File: config.mk
export PLATFORM = sky130hd
export DESIGN_NAME = cb_addr_sched
export DESIGN_NICKNAME = d
export VERILOG_FILES = /design/src/rtl/cb_addr_sched.sv
export SDC_FILE = /design/constraint.sdc
export NUM_CORES = 1
export LEC_CHECK = 0
export BUFFER_PORTS_ARGS = -buffer_cell sky130_fd_sc_hd__clkbuf_2
export CAP_MARGIN = 10
export CORE_UTILIZATION = 56
export CTS_CLUSTER_DIAMETER = 30
export CTS_CLUSTER_SIZE = 10
export DETAILED_ROUTE_END_ITERATION = 6
export PLACE_DENSITY = 0.89
export SLEW_MARGIN = 0
export SYNTH_ARGS = -nofsm -noshare
export SYNTH_HDL_FRONTEND = slang
export SYNTH_SLANG_ARGS = --single-unit
File: constraint.sdc
create_clock -name clk -period 2.75 [get_ports clk]
set_input_delay 0.4125 -clock clk [delete_from_list [all_inputs] [get_ports clk]]
set_output_delay 0.4125 -clock clk [all_outputs]
set_load 0.005 [all_outputs]
File: src/rtl/cb_addr_sched.sv
// Covariance-buffer address scheduler: sweeps groups 0..landmark_num,
// driving a thermometer bank enable and a per-group BANK0 base address.
module cb_addr_sched #(
  parameter int L             = 4,
  parameter int CB_AW         = 19,
  parameter int ROW_LEN       = 10,
  parameter int STATE_CNT_MAX = 5
) (
  input  logic               clk,
  input  logic               sys_rst,
  input  logic               start,
  input  logic               abort,
  input  logic [ROW_LEN-1:0] landmark_num,
  input  logic [CB_AW-1:0]   base_addr,
  input  logic [CB_AW-1:0]   row_stride,
  output logic [L-1:0]       CB_en,
  output logic               group_cnt_0,
  output logic [CB_AW-1:0]   din,
  output logic               addr_vld,
  output logic               busy,
  output logic               done
);

  localparam int SW = (STATE_CNT_MAX > 0) ?
                      $clog2(STATE_CNT_MAX + 1) : 1;
  localparam int DW = (L > 2) ? $clog2(L - 1) : 1;

  localparam logic [SW-1:0] SLAST = SW'(STATE_CNT_MAX);
  localparam logic [DW-1:0] DLAST = DW'((L > 1) ? L - 2 : 0);

  typedef enum logic [1:0] {
    IDLE,
    RUN,
    DRAIN
  } st_t;

  st_t                state, state_n;
  logic [SW-1:0]      sc, sc_n;
  logic [ROW_LEN-1:0] gc, gc_n;
  logic [DW-1:0]      dc, dc_n;
  logic [ROW_LEN-1:0] lm, lm_n;
  logic [CB_AW-1:0]   stride, stride_n;
  logic [CB_AW-1:0]   din_n;
  logic [L-1:0]       en_n;
  logic               vld_n;
  logic               g0_n;
  logic               busy_n;
  logic               done_n;

  always_ff @(posedge clk or posedge sys_rst) begin
    if (sys_rst) begin
      state       <= IDLE;
      sc          <= '0;
      gc          <= '0;
      dc          <= '0;
      lm          <= '0;
      stride      <= '0;
      din         <= '0;
      CB_en       <= '0;
      addr_vld    <= 1'b0;
      group_cnt_0 <= 1'b0;
      busy        <= 1'b0;
      done        <= 1'b0;
    end else begin
      state       <= state_n;
      sc          <= sc_n;
      gc          <= gc_n;
      dc          <= dc_n;
      lm          <= lm_n;
      stride      <= stride_n;
      din         <= din_n;
      CB_en       <= en_n;
      addr_vld    <= vld_n;
      group_cnt_0 <= g0_n;
      busy        <= busy_n;
      done        <= done_n;
    end
  end

  always_comb begin
    state_n  = state;
    sc_n     = sc;
    gc_n     = gc;
    dc_n     = dc;
    lm_n     = lm;
    stride_n = stride;
    din_n    = din;
    done_n   = 1'b0;
    en_n     = '0;
    vld_n    = 1'b0;
    g0_n     = 1'b0;
    busy_n   = 1'b0;

    unique case (state)
      IDLE: begin
        if (start) begin
          state_n  = RUN;
          sc_n     = '0;
          gc_n     = '0;
          dc_n     = '0;
          lm_n     = landmark_num;
          stride_n = row_stride;
          din_n    = base_addr;
        end
      end
      RUN: begin
        if (abort) begin
          state_n  = IDLE;
          sc_n     = '0;
          gc_n     = '0;
          dc_n     = '0;
          lm_n     = '0;
          stride_n = '0;
          din_n    = '0;
        end else if (sc == SLAST) begin
          if (gc == lm) begin
            // last group: freeze counters, let the wavefront drain
            dc_n = '0;
            if (L > 1) begin
              state_n = DRAIN;
            end else begin
              state_n = IDLE;
              done_n  = 1'b1;
            end
          end else begin
            sc_n  = '0;
            gc_n  = gc + ROW_LEN'(1);
            din_n = din + stride;
          end
        end else begin
          sc_n = sc + SW'(1);
        end
      end
      DRAIN: begin
        if (abort) begin
          state_n  = IDLE;
          sc_n     = '0;
          gc_n     = '0;
          dc_n     = '0;
          lm_n     = '0;
          stride_n = '0;
          din_n    = '0;
        end else if (dc == DLAST) begin
          state_n = IDLE;
          done_n  = 1'b1;
        end else begin
          dc_n = dc + DW'(1);
        end
      end
      default: begin
        state_n = IDLE;
      end
    endcase

    // outputs are registered from the next-state view
    busy_n = (state_n != IDLE);
    if (state_n == RUN) begin
      for (int i = 0; i < L; i++) begin
        en_n[i] = (int'(sc_n) >= i);
      end
      vld_n = (int'(sc_n) <= L - 1);
      g0_n  = gc_n[0];
    end
  end

endmodule

Yosys cells after proc, flatten, opt, wreduce, memory -nomap -nowiden
Index checks and enable logic that the tools add are counted.

storage, ports and cells
  memories kept = 0
  bits in latches = 0
  bits in registers = 73
  output and inout port bits = 27
  bits of input ports = 52
  bits in read-only memories = 0
  bits in writable memories = 0

operators by class
  bitwise operators = 0
  eq/ne operators = 13
  order comparisons = 4
  div/mod/pow operators = 0
  shift operators = 0
  reduce and logical (&&, ||, !) cells = 8
  $add $sub $neg = 4
  mux-type cells = 43
  multipliers = 0

operators with widths
  kind                                                                count
  2-to-1 mux 19 bit                                                   6
  2-to-1 mux 10 bit                                                   7
  one-hot mux 19 bit (3 select lines)                                 1
  one-hot mux 19 bit (2 select lines)                                 1
  one-hot mux 10 bit (3 select lines)                                 1
  2-to-1 mux 2 bit                                                    12
  one-hot mux 10 bit (2 select lines)                                 1
  adder 19 bit                                                        1
  2-to-1 mux 3 bit                                                    5
  != test 3 bit (second input constant)                               4
  one-hot mux 2 bit (3 select lines)                                  2
  adder 10 x 1 -> 10 bit (second input constant)                      1
  equality test 10 bit                                                1
  AND reduction 5 bit                                                 2
  one-hot mux 3 bit (3 select lines)                                  1
  greater-or-equal comparator 3 x 2 -> 1 bit (second input constant)  2
  2-to-1 mux 1 bit                                                    5
  equality test 2 x 1 -> 1 bit (second input constant)                2
  equality test 2 bit (second input constant)                         2
  2-to-1 mux 4 bit                                                    1
  != test 2 bit (second input constant)                               2
  nonzero test 2 bit                                                  2
  adder 3 x 1 -> 3 bit (second input constant)                        1
  equality test 3 bit (second input constant)                         1
  other kinds (8)                                                     8

Logic depth before layout (Yosys ltp)
  word-level depth = 7
  depth in mapped cells = 11
  depth with buffers taken out = 10

Worst setup path before layout
Ideal clock, no wire load.

  kind = register to register
  from = reg din[0]
  to = reg din[16]
  setup time = 0.077 ns
  buffers on the path = 0
  setup slack = 0.447 ns
  data arrival time = 2.226 ns
  stages on the path, launching flop included = 11
  cells stage by stage = dfrtp_1 ha_1 inv_1 fa_1 nand2b_1 a21oi_2 o2111ai_1 o41ai_2 xnor2_1 a22oi_1 a21oi_1

between the ends
  word-level cells in the longest chain between the ends = 5

ends and longest elaborated chain
  what                                 RTL line  RTL
  start, declared                      18        output logic [CB_AW-1:0] din,
  start signal, assigned               71        din <= din_n;
  adder 19 bit                         128       din_n = din + stride;
  2-to-1 mux 19 bit                    116       if (gc == lm) begin
  2-to-1 mux 19 bit                    115       end else if (sc == SLAST) begin
  2-to-1 mux 19 bit                    107       if (abort) begin
  one-hot mux 19 bit (3 select lines)  94        unique case (state)

No other way between the ends. The select of a mux whose other input is x is not followed.
A chain may end at the register's enable or synchronous reset.

Worst setup path after layout
  from = reg state[0]
  to = reg din[18]

between the ends
  word-level cells in the longest chain between the ends = 3

ends and longest elaborated chain
  what                                                    RTL line  RTL
  start, declared                                         37        st_t state, state_n;
  start signal, assigned                                  65        state <= state_n;
  equality test 2 x 1 -> 1 bit (tied with other cells)    94
  != test 3 bit (no source line) (tied with other cells)  --
  AND reduction 5 bit (no source line)                    --

Several ways; a longest one is shown, not always the timed one.

==> results_dict.tcl <==
set metrics [dict create \
    power.switching_fraction 0.446 \
    seqPwrFrac 0.303 \
    core_um2 7450 \
    grt_use_met3 0.0572 \
    drive_gt1_frac 0.204 \
    vias 3995 \
    use_met2 0.430 \
    crit_path_end_kind "flop" \
    cts_buffer_depth 2 \
    drc 0 \
    synth-compound-area-share 0.155 \
    synthMuxAreaShare 0.00483 \
    ir_drop_mv 0.444 \
    wire_per_inst_um 14.8 \
    most-common-layout-cells "96 x nand2_1, 78 x clkbuf_2, 73 x dfrtp_1, 44 x nor2_1, 43 x nand3_1" \
    first_global_vias 3847 \
    synth-seq-area-share 0.415 \
    arrival_ns 2.75 \
    grtUsageTotal 0.264 \
    tns_ns 0 \
    cp_top_family "compound AO/OA/AOI/OAI gates" \
    cpPeakStageDelay_ns 0.47 \
    port_buffers 78 \
    cts-buffers-inserted 9 \
    power.density_nw_per_um2 1080 \
    worstMarginPinSlew_ns 0.897 \
    die_w_um 90.7 \
    required_ns 3.04 \
    cts_root_buffer "clkbuf_8" \
    start_util 0.592 \
    drv_cap 0 \
    antenna_found_initial 0 \
    vias_per_cell 5.76 \
    gr-total-overflow 0 \
    clock_power_share 0.167 \
    finalWirelength_um 10300 \
    slew_viol_final 0 \
    hold_viol_final 0 \
    row_count 31 \
    ios 79 \
    grt_start_max_net_pins 74 \
    stdcell_count 693 \
    cp_slowest_cell "o21ba_1" \
    setup_viol 0 \
    rsz0062_at_grt "false" \
    fin_crit_sh 0.894 \
    fmax_mhz 407 \
    busiest_layer "met2" \
    outcome "complete, no violations" \
    ys.flop_type "dfrtp_1" \
    power.total_mw 5.54 \
    final_antenna_net_count 0 \
    synth-xor-area-share 0.0557 \
    internal-power_mw 3.07 \
    crit_buf_inv 2 \
    synthArstFlopShare 1.00 \
    place_hpwl_um 7540 \
    htreeDepth 3 \
    power_switching_mw 2.47 \
    synth_seq_cells 73 \
    grtUsageMet1 0.345 \
    ff_latch_area_um2 1830 \
    die_h_um 90.7 \
    synthSimpleGateAreaFrac 0.252 \
    hp-class "in2async" \
    ys_warn_count 0 \
    ctsHoldBuffers 0 \
    cp-start-kind "flop" \
    p_leak_nw 2.65 \
    synth_fp_nets 593 \
    synth.cell_area_um2 4410 \
    postCtsSetupRepairBufs 0 \
    grt_pass1_wl_um 17600 \
    synth_top_family_by_area "simple AND/OR/NAND/NOR gates" \
    insertion_delay_ns 0.35 \
    dp_cells 677 \
    avgSynthCellArea_um2 8.59 \
    comb_power_share 0.531 \
    finalClockSkew_ns 0.00948 \
    path_cells "inv_1 -> ha_1 -> and2b_1 -> nor2_1 -> o21ai_0 -> o21ba_1 -> buf_4 -> nand3_1 -> o211ai_1 -> nand4b_1" \
    die_area_um2 8230 \
    layout_commonest_cell "nand2_1" \
    slew_headroom 0.402 \
    cts_tree "built" \
    synth_edf_count 0 \
    dr.pass1.iters 5 \
    diodes 0 \
    placed_area_um2 4910 \
    synth_cell_types 57 \
    layout.filler_cells 621 \
    final_cell_area_um2 5130 \
    cp_max_fo 10 \
    multiInputGateArea_um2 2420 \
    synthToLayoutAreaGrowth_pct 16.4 \
    cts_resized 0 \
    clk_pin_slew_ns 0.08 \
    nets 669 \
    syn_inst 513 \
    period_needed_ns 2.46 \
    synthAdderAreaFrac 0.0812 \
    critPathKind "reg2reg" \
    place_congestion 0.902 \
    cts.sinks 73 \
    drtIter0Drc 208 \
]
-- worst reg2reg max path: cells and delay by family, from the launching register on --
kind / cells / cell delay [ns]
adders and majority gates: 1 / 0.27
buffers and inverters: 2 / 0.35
AOI/OAI and AO/OA: 3 / 0.77
DFF: 1 / 0.42
and+or+nand+nor: 4 / 0.59
-- routing by layer --
metal | part of all wire | routed length (um)
met1 | 0.43 | 4400
met2 | 0.48 | 4970
met3 | 0.060 | 618
met4 | 0.026 | 263
met5 | 0 | 0
-- per-stage QoR --
step / utilization / setup slack [ns] / hold slack, ns
final: 0.689 / 0.291 / 0.118
after global routing: 0.689 / 0.0601 / 0.158
after CTS: 0.689 / 0.261 / 0.137
after detailed placement: 0.659 / 0.276 / 0.463
after global placement: 0.659 / 0.366 / 0.458
after floorplan: - / 0.447 / 0.443
-- final cells by class --
type                            instances  share of cell area
Inverter                               16              0.0117
Clock inverter                          7              0.0185
Timing Repair Buffer                   88              0.0932
Clock buffer                            9              0.0242
Sequential cell                        73               0.356
Multi-Input combinational cell        401               0.472
Tap cell                               99              0.0242
-- registers in the layout, summed over array words and instances (netlist names) --
signal / cells
din: 19
stride: 19
gc: 10
lm: 10
CB_en: 4
sc: 3
dc: 2
state: 2
addr_vld: 1
busy: 1
done: 1
group_cnt_0: 1
-- kinds of logic after synthesis --
| logic type | count (synthesis) |
|---|---|
| adders and majority gates | 28 |
| muxes | 2 |
| AOI/OAI and AO/OA | 105 |
| DFF | 73 |
| and+or+nand+nor | 238 |
| xor gates and xnor gates | 28 |
| buffers and inverters | 39 |
-- cells in the mapped netlist, drive strengths merged, types with 2 or more instances --
cell type	count	area, um2
xnor2	12	105
clkbuf	17	63.8
nand4b	2	17.5
a31oi	4	25.0
nand2	97	367
nand3	45	235
a21oi	31	163
nor4	3	31.3
a21o	5	37.5
nand4	8	50.1
dfrtp	73	1830
nor3	8	40.0
o211ai	5	37.5
o21a	3	22.5
ha	27	338
o21ai	27	135
or3	3	18.8
nor2b	5	31.3
o21bai	3	26.3
nor3b	3	22.5
a221oi	6	52.6
a22oi	8	60.1
nand2b	8	50.1
and3	8	52.6
o21ba	2	20.0
buf	6	38.8
nor2	44	165
o2bb2ai	2	17.5
inv	15	56.3
o31ai	2	20.0
xor2	16	140
-- final timing paths --
path,start,cells past startpoint,endpoint,slack [ns]
setup / recovery,state[0],10,din[18],0.29
hold / removal,sys_rst,3,din[4],0.12
setup reg to reg,state[0],10,din[18],0.29
hold reg to reg,stride[2],2,stride[2],0.48
max in group asynchronous,sys_rst,3,gc[4],2.33
min in group clk,row_stride[10],3,stride[10],0.28
-- power by group through the flow --
stage | sequential (mW) | clock [mW] | combinational, mW
3_3_place_gp | 1.68 | 0 | 2.79
3_5_place_dp | 1.70 | 0 | 2.89
2_1_floorplan | 1.66 | 0 | 2.14
6_report | 1.68 | 0.924 | 2.94
4_1_cts | 1.68 | 0.941 | 2.92
5_1_grt | 1.72 | 0.988 | 3.30
No activity file was read; power rests on OpenSTA's default activity.
